`config.mk`:
```
export PLATFORM = sky130hd
export DESIGN_NAME = usb_txn_sequencer
export DESIGN_NICKNAME = d
export VERILOG_FILES = /design/src/rtl/usb_pkg.sv /design/src/rtl/usb_resp_timer.sv /design/src/rtl/usb_txn_sequencer.sv
export SDC_FILE = /design/constraint.sdc
export NUM_CORES = 1
export LEC_CHECK = 0
export ABC_AREA = 1
export BUFFER_PORTS_ARGS = -buffer_cell sky130_fd_sc_hd__clkbuf_2
export CAP_MARGIN = 20
export CORE_UTILIZATION = 30
export CTS_BUF_LIST = sky130_fd_sc_hd__clkbuf_4
export CTS_CLUSTER_DIAMETER = 30
export DETAILED_ROUTE_END_ITERATION = 8
export PLACE_DENSITY = 0.52
export SLEW_MARGIN = 20
export SYNTH_ARGS = -nofsm -noshare
export SYNTH_HDL_FRONTEND = slang
export SYNTH_SLANG_ARGS = --single-unit
```
`constraint.sdc`:
```
create_clock -name clk -period 2.2 [get_ports clk]
set_input_delay 0.33 -clock clk [delete_from_list [all_inputs] [get_ports clk]]
set_output_delay 0.33 -clock clk [all_outputs]
set_load 0.05 [all_outputs]
```
`src/rtl/usb_pkg.sv`:
```
// Shared constants and types for the USB host transaction sequencer:
// PIDs, outgoing packet kinds, sequencer states and default endpoint map.
package usb_pkg;

    localparam logic [3:0] PID_OUT   = 4'b0001;
    localparam logic [3:0] PID_IN    = 4'b1001;
    localparam logic [3:0] PID_DATA0 = 4'b0011;
    localparam logic [3:0] PID_ACK   = 4'b0010;
    localparam logic [3:0] PID_NAK   = 4'b1010;

    localparam logic [6:0] DEF_DEV_ADDR  = 7'd5;
    localparam logic [3:0] DEF_ADDR_ENDP = 4'd4;
    localparam logic [3:0] DEF_DATA_ENDP = 4'd8;
    localparam int         DEF_MAX_TRIES = 8;
    localparam int         DEF_TIMEOUT   = 255;

    typedef enum logic [1:0] {
        KIND_TOKEN  = 2'd0,
        KIND_DATA   = 2'd1,
        KIND_HSHAKE = 2'd2
    } tx_kind_t;

    typedef enum logic [3:0] {
        S_IDLE    = 4'd0,
        S_A_TOK   = 4'd1,
        S_A_DAT   = 4'd2,
        S_A_WAIT  = 4'd3,
        S_B_TOK   = 4'd4,
        S_B_DAT   = 4'd5,
        S_B_WAIT  = 4'd6,
        S_IN_WAIT = 4'd7,
        S_IN_HS   = 4'd8,
        S_DONE    = 4'd9
    } state_t;

    function automatic logic is_wait(input state_t s);
        return (s == S_A_WAIT) || (s == S_B_WAIT) || (s == S_IN_WAIT);
    endfunction

    function automatic logic is_tx(input state_t s);
        return (s == S_A_TOK) || (s == S_A_DAT) || (s == S_B_TOK) ||
               (s == S_B_DAT) || (s == S_IN_HS);
    endfunction

endpackage

```
`src/rtl/usb_resp_timer.sv`:
```
// Device-response timer shared by all wait states: loaded on wait-state
// entry, counts down each wait cycle, flags expiry on the TIMEOUT-th cycle.
module usb_resp_timer #(
    parameter int TIMEOUT = 255
) (
    input  logic clk,
    input  logic rst,
    input  logic load,
    input  logic run,
    output logic expired
);

    localparam int CW = $clog2(TIMEOUT + 1);

    logic [CW-1:0] cnt;

    // Loaded with TIMEOUT-1 so that terminal count zero lands on the last wait cycle.
    always_ff @(posedge clk) begin
        if (rst) begin
            cnt <= '0;
        end else if (load) begin
            cnt <= CW'(TIMEOUT - 1);
        end else if (run && (cnt != '0)) begin
            cnt <= cnt - 1'b1;
        end
    end

    assign expired = run && (cnt == '0);

endmodule

```
`src/rtl/usb_txn_sequencer.sv`:
```
// Host-side read/write transaction sequencer: runs an address phase and a
// data phase as USB transactions, with per-phase retry, NAK and timeout.
//
// state     | meaning
// ----------+-----------------------------------------------------------
// IDLE      | ready for a request
// A_TOK     | sending OUT token to the address endpoint
// A_DAT     | sending DATA0 carrying the memory address
// A_WAIT    | waiting for handshake on the address phase
// B_TOK     | sending OUT (write) or IN (read) token to the data endpoint
// B_DAT     | sending DATA0 carrying the write data
// B_WAIT    | waiting for handshake on the write data phase
// IN_WAIT   | waiting for DATA0 from the device on a read
// IN_HS     | sending ACK (good data) or NAK (corrupted data)
// DONE      | one-cycle completion pulse, then back to IDLE
module usb_txn_sequencer
    import usb_pkg::*;
#(
    parameter logic [6:0] DEV_ADDR  = DEF_DEV_ADDR,
    parameter logic [3:0] ADDR_ENDP = DEF_ADDR_ENDP,
    parameter logic [3:0] DATA_ENDP = DEF_DATA_ENDP,
    parameter int         MAX_TRIES = DEF_MAX_TRIES,
    parameter int         TIMEOUT   = DEF_TIMEOUT
) (
    input  logic        clk,
    input  logic        rst,
    input  logic        txn_valid,
    output logic        txn_ready,
    input  logic        txn_write,
    input  logic [15:0] txn_addr,
    input  logic [63:0] txn_wdata,
    output logic        txn_done,
    output logic        txn_ok,
    output logic [63:0] txn_rdata,
    output logic        tx_start,
    output logic [1:0]  tx_kind,
    output logic [3:0]  tx_pid,
    output logic [3:0]  tx_endp,
    output logic [63:0] tx_payload,
    input  logic        tx_done,
    input  logic        rx_valid,
    input  logic [3:0]  rx_pid,
    input  logic [63:0] rx_payload,
    input  logic        rx_err
);

    localparam int TW = $clog2(MAX_TRIES + 1);
    localparam logic [63:0] TOKEN_PAYLOAD = {57'b0, DEV_ADDR};

    state_t          state, next_state, prev_state;
    logic            wr_q;
    logic [15:0]     addr_q;
    logic [63:0]     wdata_q;
    logic [63:0]     rdata_q;
    logic [TW-1:0]   try_cnt, try_next;
    logic            hs_ack, hs_next;
    logic            ok_q, ok_next;
    logic            accept, capture, fail;
    logic            tmr_load, tmr_run, tmr_expired;
    tx_kind_t        kind_c;
    logic [3:0]      pid_c, endp_c;
    logic [63:0]     payload_c;

    usb_resp_timer #(.TIMEOUT(TIMEOUT)) u_timer (
        .clk     (clk),
        .rst     (rst),
        .load    (tmr_load),
        .run     (tmr_run),
        .expired (tmr_expired)
    );

    always_ff @(posedge clk) begin
        if (rst) begin
            state      <= S_IDLE;
            prev_state <= S_IDLE;
            wr_q       <= 1'b0;
            addr_q     <= '0;
            wdata_q    <= '0;
            rdata_q    <= '0;
            try_cnt    <= '0;
            hs_ack     <= 1'b0;
            ok_q       <= 1'b0;
        end else begin
            state      <= next_state;
            prev_state <= state;
            try_cnt    <= try_next;
            hs_ack     <= hs_next;
            ok_q       <= ok_next;
            if (accept) begin
                wr_q    <= txn_write;
                addr_q  <= txn_addr;
                wdata_q <= txn_wdata;
            end
            if (capture) begin
                rdata_q <= rx_payload;
            end
        end
    end

    always_comb begin
        next_state = state;
        try_next   = try_cnt;
        hs_next    = hs_ack;
        ok_next    = ok_q;
        accept     = 1'b0;
        capture    = 1'b0;
        fail       = 1'b0;
        kind_c     = KIND_TOKEN;
        pid_c      = 4'h0;
        endp_c     = 4'h0;
        payload_c  = '0;

        unique case (state)
            S_IDLE: begin
                if (txn_valid) begin
                    accept     = 1'b1;
                    try_next   = '0;
                    ok_next    = 1'b0;
                    next_state = S_A_TOK;
                end
            end
            S_A_TOK: begin
                pid_c     = PID_OUT;
                endp_c    = ADDR_ENDP;
                payload_c = TOKEN_PAYLOAD;
                if (tx_done) next_state = S_A_DAT;
            end
            S_A_DAT: begin
                kind_c    = KIND_DATA;
                pid_c     = PID_DATA0;
                payload_c = {48'h0, addr_q};
                if (tx_done) next_state = S_A_WAIT;
            end
            S_A_WAIT: begin
                if (rx_valid) begin
                    if ((rx_pid == PID_ACK) && !rx_err) begin
                        try_next   = '0;
                        next_state = S_B_TOK;
                    end else begin
                        fail = 1'b1;
                    end
                end else if (tmr_expired) begin
                    fail = 1'b1;
                end
            end
            S_B_TOK: begin
                pid_c     = wr_q ? PID_OUT : PID_IN;
                endp_c    = DATA_ENDP;
                payload_c = TOKEN_PAYLOAD;
                if (tx_done) next_state = wr_q ? S_B_DAT : S_IN_WAIT;
            end
            S_B_DAT: begin
                kind_c    = KIND_DATA;
                pid_c     = PID_DATA0;
                payload_c = wdata_q;
                if (tx_done) next_state = S_B_WAIT;
            end
            S_B_WAIT: begin
                if (rx_valid) begin
                    if ((rx_pid == PID_ACK) && !rx_err) begin
                        ok_next    = 1'b1;
                        next_state = S_DONE;
                    end else begin
                        fail = 1'b1;
                    end
                end else if (tmr_expired) begin
                    fail = 1'b1;
                end
            end
            S_IN_WAIT: begin
                if (rx_valid) begin
                    if (rx_err) begin
                        hs_next    = 1'b0;
                        next_state = S_IN_HS;
                    end else if (rx_pid == PID_DATA0) begin
                        capture    = 1'b1;
                        hs_next    = 1'b1;
                        next_state = S_IN_HS;
                    end else begin
                        fail = 1'b1;
                    end
                end else if (tmr_expired) begin
                    fail = 1'b1;
                end
            end
            S_IN_HS: begin
                kind_c = KIND_HSHAKE;
                pid_c  = hs_ack ? PID_ACK : PID_NAK;
                // A NAK we send for corrupted data is itself the failed attempt.
                if (tx_done) begin
                    if (hs_ack) begin
                        ok_next    = 1'b1;
                        next_state = S_DONE;
                    end else begin
                        fail = 1'b1;
                    end
                end
            end
            S_DONE: begin
                next_state = S_IDLE;
            end
            default: begin
                next_state = S_IDLE;
            end
        endcase

        if (fail) begin
            if (try_cnt == TW'(MAX_TRIES - 1)) begin
                ok_next    = 1'b0;
                next_state = S_DONE;
            end else begin
                try_next   = try_cnt + 1'b1;
                next_state = (state == S_A_WAIT) ? S_A_TOK : S_B_TOK;
            end
        end
    end

    // Every wait state is entered from a transmit state, never from another wait state.
    assign tmr_load = is_wait(next_state) && !is_wait(state);
    assign tmr_run  = is_wait(state);

    assign txn_ready  = (state == S_IDLE);
    assign txn_done   = (state == S_DONE);
    assign txn_ok     = ok_q;
    assign txn_rdata  = rdata_q;
    assign tx_start   = is_tx(state) && (state != prev_state);
    assign tx_kind    = kind_c;
    assign tx_pid     = pid_c;
    assign tx_endp    = endp_c;
    assign tx_payload = payload_c;

endmodule

```
Yosys cells after proc, flatten, opt, wreduce, memory -nomap -nowiden
Cells that the tools add are included.
{"block": "word_totals", "ff_bits": 167, "latchBits": 0, "ramBits": 0, "romBits": 0, "output_inout_bits": 142, "memories": 0}
{"block": "classes", "addsub": 2, "mul": 0, "div": 0, "magnitude_cmp": 0, "eq_ne": 16, "shift": 0, "mux": 58, "n_bitwise": 0, "n_reduce_logical": 25}
{"op": "$pmux 64 s3", "count": 1}
{"op": "$mux 4", "count": 23}
{"op": "$pmux 4 s9", "count": 1}
{"op": "$eq 4x3->1 const B", "count": 7}
{"op": "$mux 1", "count": 23}
{"op": "$eq 4x2->1 const B", "count": 5}
{"op": "$mux 8", "count": 2}
{"op": "$pmux 4 s2", "count": 2}
{"op": "$pmux 4 s4", "count": 1}
{"op": "$eq 4x4->1 const B", "count": 2}
{"op": "$logic_not 8->1", "count": 1}
{"op": "$logic_or 1x1->1", "count": 8}
{"op": "$reduce_bool 8->1", "count": 1}
{"op": "$reduce_or 2->1", "count": 4}
{"op": "$sub 8x1->8 const B", "count": 1}
{"op": "$pmux 1 s3", "count": 2}
{"op": "$logic_and 1x1->1", "count": 5}
{"op": "$add 4x1->4 const B", "count": 1}
{"op": "$eq 4x1->1 const B", "count": 1}
{"op": "$logic_not 4->1", "count": 1}
{"op": "$ne 4x4->1", "count": 1}
{"op": "$pmux 2 s2", "count": 1}
{"op": "$reduce_bool 2->1", "count": 2}
{"op": "$mux 3", "count": 1}
{"op": "3 further kinds", "count": 4}

Logic depth before layout (Yosys ltp)
{"block": "depth", "ltp_word": 13, "ltp_mapped": 14, "depth_no_buf": 14}

Modules after synthesis
A second synthesis with hierarchy kept.
{"block": "hier_totals", "hier_cells": 974, "hier_area_um2": 7019.2}
{"module": "usb_txn_sequencer", "n_inst": 1, "cells_each": 880, "area_each_um2": 6447.4}
{"module": "usb_resp_timer", "n_inst": 1, "cells_each": 94, "area_each_um2": 571.8}

Worst setup path after synthesis
Ideal clock, no wire load.
{"block": "synth_path", "path_kind": "reg-to-output", "startpoint": "reg state[3]", "endpoint": "out tx_start", "t_arrival_ns": 2.805, "t_required_ns": 1.870, "path_slack_ns": -0.935, "path_stages_with_launch": 8, "n_path_buf": 0, "path_cell_list": "dfxtp_1 > nor2_2 > inv_1 > nor2_1 > nor2_1 > nand2_1 > nor2_1 > a41oi_1"}
{"block": "synth_between", "elab_chain_len": 6}
{"item": "start: declaration", "line": "usb_txn_sequencer.sv:50", "source": "state_t state, next_state, prev_state;"}
{"item": "start signal: assignment", "line": "usb_txn_sequencer.sv:84", "source": "state <= next_state;"}
{"item": "$eq 4x1->1 or $eq 4x2->1 (tied branches)", "line": "usb_pkg.sv:41", "source": "return (s == S_A_TOK) || (s == S_A_DAT) || (s == S_B_TOK) ||"}
{"item": "$logic_or 1x1->1 (3 in a row)", "line": "usb_pkg.sv:41"}
{"item": "$logic_or 1x1->1", "line": "usb_pkg.sv:42", "source": "(s == S_B_DAT) || (s == S_IN_HS);"}
{"item": "$logic_and 1x1->1 (*)", "line": "usb_txn_sequencer.sv:226", "source": "assign tx_start = is_tx(state) && (state != prev_state);"}
{"item": "end: declaration", "line": "usb_txn_sequencer.sv:35", "source": "output logic tx_start,"}
Every way passes the cells marked *; elsewhere a longest branch is shown, timed or not.

Worst setup path after layout
{"block": "layout_path", "startpoint": "reg state[3]", "endpoint": "out tx_payload[6]"}
{"block": "layout_between", "elab_chain_len": 3}
{"item": "$eq 4x1->1 or $eq 4x3->1 (tied branches)", "line": "usb_txn_sequencer.sv:113", "source": "unique case (state)"}
{"item": "$reduce_or 2->1 (no source line)"}
{"item": "$pmux 64 s3 (*)", "line": "usb_txn_sequencer.sv:113"}
{"item": "end: declaration", "line": "usb_txn_sequencer.sv:39", "source": "output logic [63:0] tx_payload,"}
Marks and branches as above.

==> results.toml <==
[placement]
port_buffers = 293
placed_cell_area_mm2 = 0.00866
dpl.hpwl_mm = 14.5
gp_routability_congestion = 0.861

[yosys]
netlist_area_mm2 = 0.00686
post_synth.cell_area_avg_um2 = 7.40
synth-seq-area-share_pct = 48.8
synth-edff-count = 0
synthDistinctLibCells = 32
yosysWarningCount = 0
yosysMostFrequentCell = "nor2_1"
synth_largest_type_area_fraction_pct = 48.8
netlist_top_cells_count = "nor2_1, dfxtp_1, o21ai_0"
post_synth_main_area_contributors = "dfxtp_1, nor2_1, o21ai_0"
synth-async-reset-ratio_pct = 0
ys_ff_latch = 167
post-synth-top-area-cell = "dfxtp_1"
predominant_post_synthesis_flop_cell = "dfxtp_1"
postSynthCellCount = 926

[sta]
worst_slack_ns = -0.0288
rsz0062_at_grt = "yes"
report.final.slew_viol_count = 0
finClkSkew_ns = 0.0315
max_clock_freq_mhz = 449
timing.final.crit_share_pct = 101
setup_tns_ns = -0.207
layout_min_cycle_time_ns = 2.23
hold_violations = 0
report.final.setup_viol = 18

[routing]
drt_drc_violations_left = 0
total_routed_length_mm = 23.4
detail_route.first_pass.iterations = 5
detail_route.iter0.violations = 379
detail_route.wl_per_cell_um = 14.5
route.antenna.remaining_nets = 0
vias_per_cell = 4.59
dr_total_vias = 7382

[worst_setup_path]
timing.critical_path.slowest_stage_cell = "dfxtp_4"
timing.reg2reg.setup_slack_ns = 0.30
arrival_ns = 1.90
crit_required_ns = 1.87
critPathLaunchType = "flop"
cp_top_family = "buffers and inverters"
timing.critical_path.fanout_max = 13
crit_type = "reg -> out"
critical_path.max_stage_delay_ns = 0.39
crit_path_cell_trace = "inv_2 -> nand2_2 -> nor2_4 -> buf_6 -> inv_8 -> clkbuf_16 -> o22ai_4 -> buf_8"
timing.critical_path.to_type = "output port"
critPathBufInv = 5

[clock_tree]
cts_buffer_count = 17
htree_levels = 4
root_buffer = "clkbuf_4"
clk_pin_slew_ns = 0.14
clock_tree.buffer_depth = 2
tritoncts_clock_tree = "built"
cts.sink_count = 167
clk-insertion-delay-late_ns = 0.56

[outcome]
failed_checks = "setup timing"
run_status = "complete, but fails checks"

[power_and_ir_drop]
total_switching_power_uw = 2640
power.switching_fraction_pct = 35.6
intPower_uw = 4770
pwr-share-comb_pct = 30.5
power.leakage_uw = 0.00512
power_density_mw_per_mm2 = 652
seqPwrFrac_pct = 46.4
share_clk_of_total_power_pct = 23.1
total_power_uw = 7400
vdd_drop_max_v = 0.000260

[floorplanning]
floorplan.die.width_um = 153
dieArea_mm2 = 0.0235
initial_utilization_pct = 31.0
io_pins = 297
placement_rows = 54
core-area_mm2 = 0.0221
die_height_um = 153

[global_route]
grt_pass1_wl_mm = 36.7
grt.overflow.total = 0
via_count_of_the_first_global_routing_pass = 7222
gr-usage-all-layers_pct = 19.7
antenna_found_initial = 1
grt_start_max_net_pins = 85

[finish]
areaGrowthSynthToFinish_pct = 65.6
nets = 1473
finish.instance_area_mm2 = 0.0114
post_route_cells_drive_above_1_share_pct = 36.7

[job]
timing.max_cap.violations = 0

[hold_path]
hp-class = "in -> reg"
## routing by layer
layer  routed length, µm  GRT usage [%]  vias up
met1                9780           23.2     3316
met3                1470           4.59       45
li1                    -              -     3733
met4                 663           8.37        0
met5                   0              0        -
met2               11400           34.1      288
## final timing paths
kind,cells after the start,end,from
worst min register to register,2,wdata_q[56],wdata_q[56]
worst min-delay path,3,wdata_q[27],txn_wdata[27]
worst max register to register,11,u_timer.cnt[4],state[0]
worst max-delay path,8,tx_payload[6],state[3]
## placed cells by master (no fill, tap or decap), types with 5 or more instances in the layout
master / Yosys / routed
inv_2: 7 / 7
nor2_1: 202 / 150
buf_6: 0 / 8
o22ai_4: 0 / 13
nand2_4: 3 / 7
buf_8: 0 / 66
clkbuf_2: 0 / 224
nand3_1: 16 / 15
a21oi_1: 94 / 94
clkinv_2: 1 / 5
dfxtp_1: 167 / 163
buf_12: 0 / 6
nand2_1: 49 / 42
clkbuf_4: 0 / 17
nand2_2: 4 / 7
xor2_1: 7 / 7
inv_1: 114 / 109
a21oi_2: 7 / 7
buf_4: 4 / 25
nor2_4: 4 / 26
o21ai_0: 147 / 147
nor2_2: 5 / 35
dlygate4sd3_1: 0 / 93
## what timing repair did
item,CTS,global route
cloned,4,1
setup endpoints to repair,71,70
buffers inserted,16,6
resized for setup,231,116
hold buffers,92,1
pin swaps,6,8
endpoints found under the hold margin,91,1
## per-stage QoR
step	util (%)	std cells	hold slack, ns	setup slack [ns]
3_5_place_dp	39.2	1456	0.445	0.214
4_1_cts	49.7	1599	0.00134	-0.113
2_1_floorplan	-	928	0.408	0.00243
6_report	51.4	1608	0.0603	-0.0288
3_3_place_gp	39.2	1456	0.438	0.270
5_1_grt	51.4	1608	0.000906	-0.172
## flip-flops by register name, summed over array words and instances (netlist names)
register / cells
addr_q: 16
txn_rdata: 64
try_cnt: 4
u_timer.cnt: 8
txn_ok: 1
hs_ack: 1
prev_state: 4
wdata_q: 64
state: 4
wr_q: 1
## kinds of logic after synthesis
logic type	Yosys count	synth area share, %
compound gates	269	20.6
xor+xnor	11	1.41
fa+ha+maj	3	0.548
buf+inv	183	10.7
flops	167	48.8
other cells	1	0.0547
simple gates	292	18.0
## worst min-delay path: cells and delay by family
family | cells | cell delay (ns)
buffers and inverters | 1 | 0.07
AOI/OAI and AO/OA | 2 | 0.18
## power groups by stage
stage                     logic, µW  clock network, µW  registers [µW]
after floorplan                1210                  0            3470
after global placement         1700                  0            3490
after detailed placement       1700                  0            3490
after CTS                      2090               1810            3430
after global routing           2460               1940            3470
final                          2260               1710            3430
## cell type report
class,count,area [µm²]
inverters,122,479
repair inverters,1,6.26
clock buffers,17,128
diodes,1,2.50
repair buffers,428,3580
clock inverters,14,126
well taps,280,350
multi-input cells,578,3330
flip-flops and latches,167,3360
fillers,2046,10700
(Power assumes the default switching activity.)
